`src/rtl/qos_pkg.sv`:
```
// Shared types and sizes for the QoS transmit scheduler.
package qos_pkg;

  localparam int NUM_Q   = 4;
  localparam int DEPTH_W = 3;
  localparam int PAY_W   = 2;

  typedef logic [1:0] qclass_t;

  typedef enum logic [1:0] {
    IDLE  = 2'd0,
    ARB   = 2'd1,
    ISSUE = 2'd2
  } sched_state_t;

endpackage

```
`src/rtl/qos_tick_gen.sv`:
```
// Free-running divider: counts 0..TICK_DIV-1 and flags the last count,
// so the cycle's closing edge is the wrap edge.
module qos_tick_gen #(
  parameter int unsigned TICK_DIV = 150000000
) (
  input  logic clk,
  input  logic rst,
  output logic tick
);

  localparam int CW = (TICK_DIV > 1) ? $clog2(TICK_DIV) : 1;
  localparam logic [CW-1:0] LAST = CW'(TICK_DIV - 1);

  logic [CW-1:0] r_cnt;

  // Wrap counter, independent of scheduler state and enable.
  always_ff @(posedge clk or posedge rst) begin
    if (rst)                r_cnt <= '0;
    else if (r_cnt == LAST) r_cnt <= '0;
    else                    r_cnt <= r_cnt + CW'(1);
  end

  assign tick = (r_cnt == LAST);

endmodule

```
`src/rtl/qos_tx_scheduler.sv`:
```
// Four-class transmit scheduler: one dequeue per transmit tick, chosen by
// starvation guard (optional), urgent-depth override, then weighted round
// robin. Optional feature macro: QOS_AGING_EN (per-class age counters that
// force a class which has been passed over AGE_LIMIT times; ages advance
// once per tick at the arbitration that tick triggers).
module qos_tx_scheduler
  import qos_pkg::*;
#(
  parameter int unsigned TICK_DIV  = 150000000,
  parameter int unsigned W0        = 1,
  parameter int unsigned W1        = 2,
  parameter int unsigned W2        = 3,
  parameter int unsigned W3        = 4,
  parameter int unsigned URGENT_TH = 5,
  parameter int unsigned AGE_LIMIT = 8
) (
  input  logic        clk,
  input  logic        rst,
  input  logic        enable,
  input  logic [11:0] depth,
  output logic        deq_valid,
  output logic [1:0]  deq_sel,
  input  logic        deq_ack,
  input  logic [1:0]  deq_data,
  output logic [3:0]  read,
  output logic        tx_pulse,
  output logic [7:0]  tx_count,
  output logic        busy
);

  localparam logic [3:0] WGT [NUM_Q] = '{4'(W0), 4'(W1), 4'(W2), 4'(W3)};
  localparam logic [3:0] URG = 4'(URGENT_TH);

  sched_state_t          r_state, w_next;
  logic                  w_tick, r_tick_pend;
  qclass_t               r_sel;
  logic [3:0]            r_read;
  logic                  r_tx_pulse;
  logic [7:0]            r_tx_count;
  logic [3:0]            r_credit [NUM_Q];
  logic [3:0]            w_base   [NUM_Q];
  logic [DEPTH_W-1:0]    w_depth  [NUM_Q];
  logic [NUM_Q-1:0]      w_nonempty;
  logic                  w_any, w_urg_hit, w_wrr_hit, w_reload;
  qclass_t               w_top_sel, w_urg_sel, w_wrr_sel, w_grant;
  logic                  w_go, w_done;

  qos_tick_gen #(.TICK_DIV(TICK_DIV)) u_tick (
    .clk  (clk),
    .rst  (rst),
    .tick (w_tick)
  );

  // Per-level candidates: highest non-empty, highest urgent, highest with credit.
  always_comb begin
    w_any      = 1'b0;
    w_urg_hit  = 1'b0;
    w_wrr_hit  = 1'b0;
    w_top_sel  = '0;
    w_urg_sel  = '0;
    w_wrr_sel  = '0;
    w_nonempty = '0;
    for (int i = 0; i < NUM_Q; i++) begin
      w_depth[i]    = depth[DEPTH_W*i +: DEPTH_W];
      w_nonempty[i] = (w_depth[i] != '0);
      if (w_nonempty[i]) begin
        w_any     = 1'b1;
        w_top_sel = qclass_t'(i);
      end
      if (w_nonempty[i] && ({1'b0, w_depth[i]} >= URG)) begin
        w_urg_hit = 1'b1;
        w_urg_sel = qclass_t'(i);
      end
      if (w_nonempty[i] && (r_credit[i] != 4'd0)) begin
        w_wrr_hit = 1'b1;
        w_wrr_sel = qclass_t'(i);
      end
    end
  end

`ifdef QOS_AGING_EN
  localparam logic [3:0] AGE_MAX = 4'(AGE_LIMIT);
  logic [3:0] r_age [NUM_Q];
  logic       w_age_hit;
  qclass_t    w_age_sel;

  // Starvation candidate: lowest-numbered class whose age has saturated.
  always_comb begin
    w_age_hit = 1'b0;
    w_age_sel = '0;
    for (int i = NUM_Q - 1; i >= 0; i--) begin
      if (w_nonempty[i] && (r_age[i] == AGE_MAX)) begin
        w_age_hit = 1'b1;
        w_age_sel = qclass_t'(i);
      end
    end
  end

  // Ages count arbitrations lost while backlogged; empty or granted clears.
  always_ff @(posedge clk or posedge rst) begin
    if (rst) begin
      for (int i = 0; i < NUM_Q; i++) r_age[i] <= 4'd0;
    end else begin
      for (int i = 0; i < NUM_Q; i++) begin
        if (!w_nonempty[i]) begin
          r_age[i] <= 4'd0;
        end else if (r_state == ARB) begin
          if (qclass_t'(i) == w_grant) r_age[i] <= 4'd0;
          else if (r_age[i] != AGE_MAX) r_age[i] <= r_age[i] + 4'd1;
        end
      end
    end
  end
`else
  logic w_unused_age;
  assign w_unused_age = ^(4'(AGE_LIMIT));
`endif

  // Final grant by level priority; credit reload only when WRR decides.
  always_comb begin
    w_grant  = w_wrr_hit ? w_wrr_sel : w_top_sel;
    w_reload = w_any && !w_wrr_hit;
    if (w_urg_hit) begin
      w_grant  = w_urg_sel;
      w_reload = 1'b0;
    end
`ifdef QOS_AGING_EN
    if (w_age_hit) begin
      w_grant  = w_age_sel;
      w_reload = 1'b0;
    end
`endif
    for (int i = 0; i < NUM_Q; i++) begin
      w_base[i] = w_reload ? WGT[i] : r_credit[i];
    end
  end

  // Credits: optional reload, then charge the granted class once per grant.
  always_ff @(posedge clk or posedge rst) begin
    if (rst) begin
      for (int i = 0; i < NUM_Q; i++) r_credit[i] <= WGT[i];
    end else if ((r_state == ARB) && w_any) begin
      for (int i = 0; i < NUM_Q; i++) begin
        if ((qclass_t'(i) == w_grant) && (w_base[i] != 4'd0))
          r_credit[i] <= w_base[i] - 4'd1;
        else
          r_credit[i] <= w_base[i];
      end
    end
  end

  assign w_go   = (r_state == IDLE) && r_tick_pend && enable;
  assign w_done = (r_state == ISSUE) && deq_ack;

  // Next state: tick starts arbitration; ack or a drained queue ends ISSUE.
  always_comb begin
    w_next = r_state;
    case (r_state)
      IDLE:    if (w_go) w_next = ARB;
      ARB:     w_next = w_any ? ISSUE : IDLE;
      ISSUE:   if (deq_ack || (w_depth[r_sel] == '0)) w_next = IDLE;
      default: w_next = IDLE;
    endcase
  end

  // State register and pending-tick flag (extra ticks merge into one).
  always_ff @(posedge clk or posedge rst) begin
    if (rst) begin
      r_state     <= IDLE;
      r_tick_pend <= 1'b0;
    end else begin
      r_state <= w_next;
      if (w_go)        r_tick_pend <= 1'b0;
      else if (w_tick) r_tick_pend <= 1'b1;
    end
  end

  // Selected class is latched in ARB and held through ISSUE.
  always_ff @(posedge clk or posedge rst) begin
    if (rst)                         r_sel <= '0;
    else if ((r_state == ARB) && w_any) r_sel <= w_grant;
  end

  // Transmission record: payload tagged with class, strobe and counter.
  always_ff @(posedge clk or posedge rst) begin
    if (rst) begin
      r_read     <= '0;
      r_tx_pulse <= 1'b0;
      r_tx_count <= '0;
    end else begin
      r_tx_pulse <= w_done;
      if (w_done) begin
        r_read     <= {r_sel, deq_data};
        r_tx_count <= r_tx_count + 8'd1;
      end
    end
  end

  assign deq_valid = (r_state == ISSUE);
  assign deq_sel   = r_sel;
  assign busy      = (r_state != IDLE);
  assign read      = r_read;
  assign tx_pulse  = r_tx_pulse;
  assign tx_count  = r_tx_count;

endmodule

```
`config.mk`:
```
export PLATFORM = sky130hd
export DESIGN_NAME = qos_tx_scheduler
export DESIGN_NICKNAME = d
export VERILOG_FILES = /design/src/rtl/qos_pkg.sv /design/src/rtl/qos_tick_gen.sv /design/src/rtl/qos_tx_scheduler.sv
export SDC_FILE = /design/constraint.sdc
export NUM_CORES = 1
export LEC_CHECK = 0
export ABC_CLOCK_PERIOD_IN_PS = 3050
export BUFFER_PORTS_ARGS = -buffer_cell sky130_fd_sc_hd__buf_4
export CORE_ASPECT_RATIO = 1.4
export CORE_MARGIN = 2
export CORE_UTILIZATION = 53
export CTS_CLUSTER_DIAMETER = 100
export DETAILED_ROUTE_END_ITERATION = 6
export PLACE_DENSITY = 0.81
export SLEW_MARGIN = 20
export SYNTH_ARGS = -nofsm -noshare
export SYNTH_HDL_FRONTEND = slang
export SYNTH_SLANG_ARGS = --single-unit
```
`constraint.sdc`:
```
create_clock -name clk -period 3.05 [get_ports clk]
set_clock_uncertainty 0.05 [all_clocks]
set_input_delay 0.1525 -clock clk [delete_from_list [all_inputs] [get_ports clk]]
set_output_delay 0.1525 -clock clk [all_outputs]
set_load 0.02 [all_outputs]
```
* Yosys cells after proc, flatten, opt, wreduce, memory -nomap -nowiden
Cells that the tools add are included.
W data, S select, Z words.
** Operators by class
- Mux-type cells :: 42
- Reduce and logical (&&, ||, !) cells :: 37
- $lt $le $gt $ge :: 5
- Bitwise operators :: 1
- $add $sub $neg :: 6
- Equality and inequality tests :: 8
** Operator list (number)
- $mux W4 :: 8
- $reduce_bool A4 Y1 :: 8
- $add A28 B1 Y28 const B :: 1
- $eq A28 B28 Y1 const B :: 1
- $mux W28 :: 1
- $mux W2 :: 11
- $mux W1 :: 18
- $logic_and A1 B1 Y1 :: 17
- $sub A4 B1 Y4 const B :: 4
- $ge A3 B3 Y1 const B :: 5
- $reduce_bool A3 Y1 :: 4
- $add A8 B1 Y8 const B :: 1
- $bmux W3 S2 :: 1
- $mux W3 :: 2
- $pmux W2 S3 :: 1
- $eq A2 B2 Y1 const A :: 2
- $logic_not A2 Y1 :: 2
- $reduce_bool A2 Y1 :: 2
- $logic_not A3 Y1 :: 1
- $not A2 Y3 :: 1
- $eq A1 B2 Y1 const A :: 1
- $eq A2 B1 Y1 const B :: 1
- $eq A2 B2 Y1 const B :: 1
- $ne A2 B1 Y1 const B :: 1
- 4 further kinds :: 4
** Storage, ports and cells
- Bits in registers :: 62
- Logic and storage cells :: 110
- Input port bits :: 18
- Output and inout bits :: 17

* Logic depth before layout (Yosys ltp)
- Word-level depth :: 13
- Gate-level depth with buffers :: 11
- Gate-level depth less buffers :: 9

* Hierarchy
A second synthesis with hierarchy kept.
** Unflattened totals
- Cell total of the unflattened synthesis :: 330
- Area, all modules :: 3333.2 um^2
** Modules (own cells, without submodules)
- qos_tx_scheduler :: cells an instance 200, times used 1, sequential area each 857.1 um^2, area an instance 1934.4 um^2
- qos_tick_gen :: cells an instance 130, times used 1, sequential area each 700.7 um^2, area an instance 1398.8 um^2

* Worst setup path before layout
Ideal clock, no wire load.
- Path type :: reg-to-reg
- From :: register r_credit[7] (netlist name)
- To :: register r_credit[1] (netlist name)
- Arrival time :: 2.641 ns
- Buffers on the path :: 1
- Required time :: 2.863 ns
- Stages on the path, launching flop included :: 11
- Path slack :: 0.222 ns
- Period minus slack after synthesis :: 2.828 ns
- Path through :: dfrtp_1 or4_4 a22o_4 or4_4 buf_6 nand2_1 ha_1 nand2_1 o22ai_1 or3b_1 o221ai_1
** On the way
- Longest elaborated chain between the ends :: 11
** Ends and longest elaborated chain
- from (decl) :: RTL line qos_tx_scheduler.sv:40 : logic [3:0] r_credit [NUM_Q];
- from (signal, indexed assignment) :: RTL line qos_tx_scheduler.sv:145 : r_credit[i] <= w_base[i] - 4'd1;
- from (signal, indexed assignment) :: RTL line qos_tx_scheduler.sv:147 : r_credit[i] <= w_base[i];
- $reduce_bool A4 Y1 (*) :: RTL line qos_tx_scheduler.sv:74 : if (w_nonempty[i] && (r_credit[i] != 4'd0)) begin
- $logic_and A1 B1 Y1 (*) :: RTL line qos_tx_scheduler.sv:74
- branches (longest 8 deep; another with $sub A4 B1 Y4)
- $mux W4 (*) :: RTL line qos_tx_scheduler.sv:144 : if ((qclass_t'(i) == w_grant) && (w_base[i] != 4'd0))
Mark *: on every way between the ends.
A chain may end at the register's enable or synchronous reset.

* Worst setup path after layout
- From :: register r_credit[7] (netlist name)
- To :: register r_credit[5] (netlist name)
** On the way
- Longest elaborated chain between the ends :: 11
** Ends and longest elaborated chain (RTL line)
- branches (longest 10 deep; another with $sub A4 B1 Y4)
- $mux W4 (*) :: qos_tx_scheduler.sv:144
Marks and branches as above.

==> results.py <==
metrics = {
    "synth": {
        "syn_area_um2": 3249,
        "synth-seq-cells": 62,
        "yosysSeqAreaShare_pct": 47.94,
        "synth_flop_cell": "dfrtp_1",
        "ys_top_cells_by_count": "dfrtp_1 (57), nand2_1 (46), nor2_1 (36)",
        "synth-edff-count": 0,
        "synthDominantCellAreaShare_pct": 43.90,
        "yosysMostFrequentCell": "dfrtp_1",
        "async_flop_share_pct": 100.0,
        "yosys.area.top_type": "dfrtp_1",
        "syn_area_per_cell_um2": 9.729,
        "postSynthNetCount": 358,
        "ys_top_cells_by_area": "dfrtp_1 (44%), xnor2_1 (6.2%), nand2_1 (5.3%)",
        "synth_cell_type_count": 53,
        "ys_warn_count": 0,
        "synth_cells": 334,
    },
    "global_route": {
        "antenna_found_initial": 0,
        "grt_pass1_vias": 2743,
        "overflow": 0,
        "grt_pass1_wl_mm": 12.25,
        "grt_max_degree": 42,
        "grtUsageTotal_pct": 22.51,
    },
    "layout": {
        "antenna_cells": 0,
        "fin_util_pct": 66.45,
        "drive_above_1_share_pct": 19.95,
        "nets": 410,
        "area_growth_pct": 20.75,
        "finish.instance_area_um2": 3924,
    },
    "timing": {
        "tightestPinTransition_ps": 772.0,
        "slew_violations": 0,
        "slew_headroom_pct": 48.19,
        "min_period_over_period_pct": 96.94,
        "max_freq_mhz": 338.2,
        "min_period_ps": 2957,
        "fin_hold_ws_ps": 34.41,
        "setup_viol": 0,
        "finalWorstSetupSlack_ps": 93.42,
        "final_hold_viol_count": 0,
    },
    "pwr": {
        "pwr-share-comb_pct": 26.8,
        "switching_power_uw": 864.1,
        "irDropWorstVdd_mv": 0.4214,
        "p_leak_nw": 1.778,
        "finalPower_mw": 2.749,
        "p_int_mw": 1.884,
        "power_frac_seq_pct": 39.9,
        "switching_share_pct": 31.44,
        "p_per_area_nw_per_um2": 700.5,
        "power.share.clock_pct": 33.3,
    },
    "place": {
        "place_ws_ps": 60.31,
        "port-buffer-count": 34,
        "gp_congestion": 0.8941,
        "hpwl_mm": 5.049,
        "place_area_um2": 3622,
    },
    "critical_path": {
        "end_kind": "flip-flop",
        "criticalPathCategory": "reg2reg",
        "crit_fanout": 5,
        "required_ps": 3260,
        "crit_path_start_kind": "flip-flop",
        "max_stage_delay_ps": 560,
        "cp_slowest_cell": "or4_4",
        "arrival_ps": 3170,
        "crit_chain": "or4_4 > a22o_4 > nor4_4 > buf_4 > nor2_1 > ha_1 > inv_1 > o22ai_1 > o32ai_1 > nor2_1",
        "crit_top_cell": "nor2_1",
    },
    "floorplan": {
        "die_y_um": 96.65,
        "core-area_um2": 5904,
        "start_util_pct": 55.03,
        "rows": 33,
        "dieArea_um2": 6782,
        "fp.dieW_um": 70.18,
        "io_pins": 35,
    },
    "route": {
        "drt_iter0_drc": 212,
        "dr_total_vias": 2697,
        "drcViolationCount": 0,
        "wire_per_inst_um": 15.62,
        "wl_mm": 7.201,
        "vias_per_cell": 5.850,
        "final_antenna_net_count": 0,
        "first_pass_iters": 4,
    },
    "min_path": {
        "hold_path.class": "in2reg",
    },
    "cts": {
        "cts_tree": "yes",
        "htreeDepth": 3,
        "clock_path_buffers": 2,
        "cts_sinks": 62,
        "cts-buffers-inserted": 9,
        "post_cts.repair.setup_buffers": 0,
        "root_buffer": "clkbuf_8",
        "clock_latency_ps": 340,
        "cts.clk_slew.worst_paths_ps": 70,
    },
    "flow_run": {
        "cap_viol_max_count": 0,
    },
    "status": {
        "status": "finished, final reports clean",
    },
}
flip-flops by register name (all words and copies together) (netlist names):
signal	count
r_state	2
tx_count	8
u_tick.r_cnt	28
tx_pulse	1
r_tick_pend	1
r_credit	16
deq_sel	2
read	4
metrics by stage:
stage | instances | setup TNS (ps)
after floorplan | 334 | 0
after CTS | 461 | 0
after detailed placement | 442 | 0
after global routing | 461 | -28.34
after global placement | 442 | 0
final | 461 | 0
layout make-up:
type,instances,area (um^2)
Clock buffer,11,151.4
Clock inverter,5,103.9
Fill cell,468,1981
Inverter,9,33.78
Multi-Input combinational cell,259,1644
Sequential cell,62,1558
Tap cell,70,87.58
Timing Repair Buffer,45,345.3
placed cells by master, fill, tap and decap left out, types with 5 or more instances in the layout:
cell	instances
dfrtp_1	57
nand2_1	46
buf_4	42
nor2_1	36
xnor2_1	23
xor2_1	18
nand3_1	13
nor3_1	11
o21ai_0	11
clkbuf_8	11
nand4_1	10
and3_1	10
or3_1	9
inv_1	7
ha_1	6
nor4_1	5
nor2b_1	5
dfstp_2	5
path summary, 6_finish.rpt:
check / from / end / slack [ps] / cells past startpoint
worst min-delay path: enable / r_state[0]$_DFFE_PP0P_ / 30 / 2
min in group asynchronous: rst / read[0]$_DFFE_PP0P_ / 330 / 3
worst max register to register: r_credit[7]$_DFFE_PP0P_ / r_credit[5]$_DFFE_PP1P_ / 90 / 10
worst min register to register: tx_count[7]$_DFFE_PP0P_ / tx_count[7]$_DFFE_PP0P_ / 420 / 1
max in group asynchronous: rst / r_credit[9]$_DFFE_PP1P_ / 1730 / 4
worst max-delay path: r_credit[7]$_DFFE_PP0P_ / r_credit[5]$_DFFE_PP1P_ / 90 / 10
kinds of logic after synthesis:
group                      after synthesis  share of synthesized area [%]
AOI/OAI and AO/OA                       38                          8.202
muxes                                    2                          1.001
buffers and inverters                   13                          1.964
DFF                                     62                          47.94
adders and majority gates                6                          2.310
xor gates and xnor gates                41                          11.05
and+or+nand+nor                        172                          27.53
power groups by stage:
stage	clock [mW]	combinational, mW	sequential [mW]
floorplan	0	0.390	1.16
global placement	0	0.693	1.10
detailed placement	0	0.717	1.11
CTS	0.936	0.730	1.09
global route	0.964	0.807	1.12
finish	0.916	0.737	1.10
per-layer routing:
| layer | vias up | wire, um | track usage [%] |
|---|---|---|---|
| met5 | - | 0 | 0 |
| met4 | 0 | 222 | 12.43 |
| met3 | 21 | 309 | 5.208 |
| met2 | 64 | 3731 | 38.39 |
| met1 | 1330 | 2938 | 25.69 |
| li1 | 1282 | - | - |
worst max-delay path: cells and delay by family, from the launching register on:
family                   cells  cell delay [ps]
buffers and inverters        2              300
adder cells (fa/ha/maj)      1              190
flip-flops                   1              400
AND/OR/NAND/NOR              4              990
AO/OA/AOI/OAI                3              930
what timing repair did:
action                     4_1_cts  5_1_grt
resized for setup                0        3
setup endpoints to repair        0        6
hold endpoints to repair        22        0
hold buffers                     3        0
(Power assumes the default switching activity.)
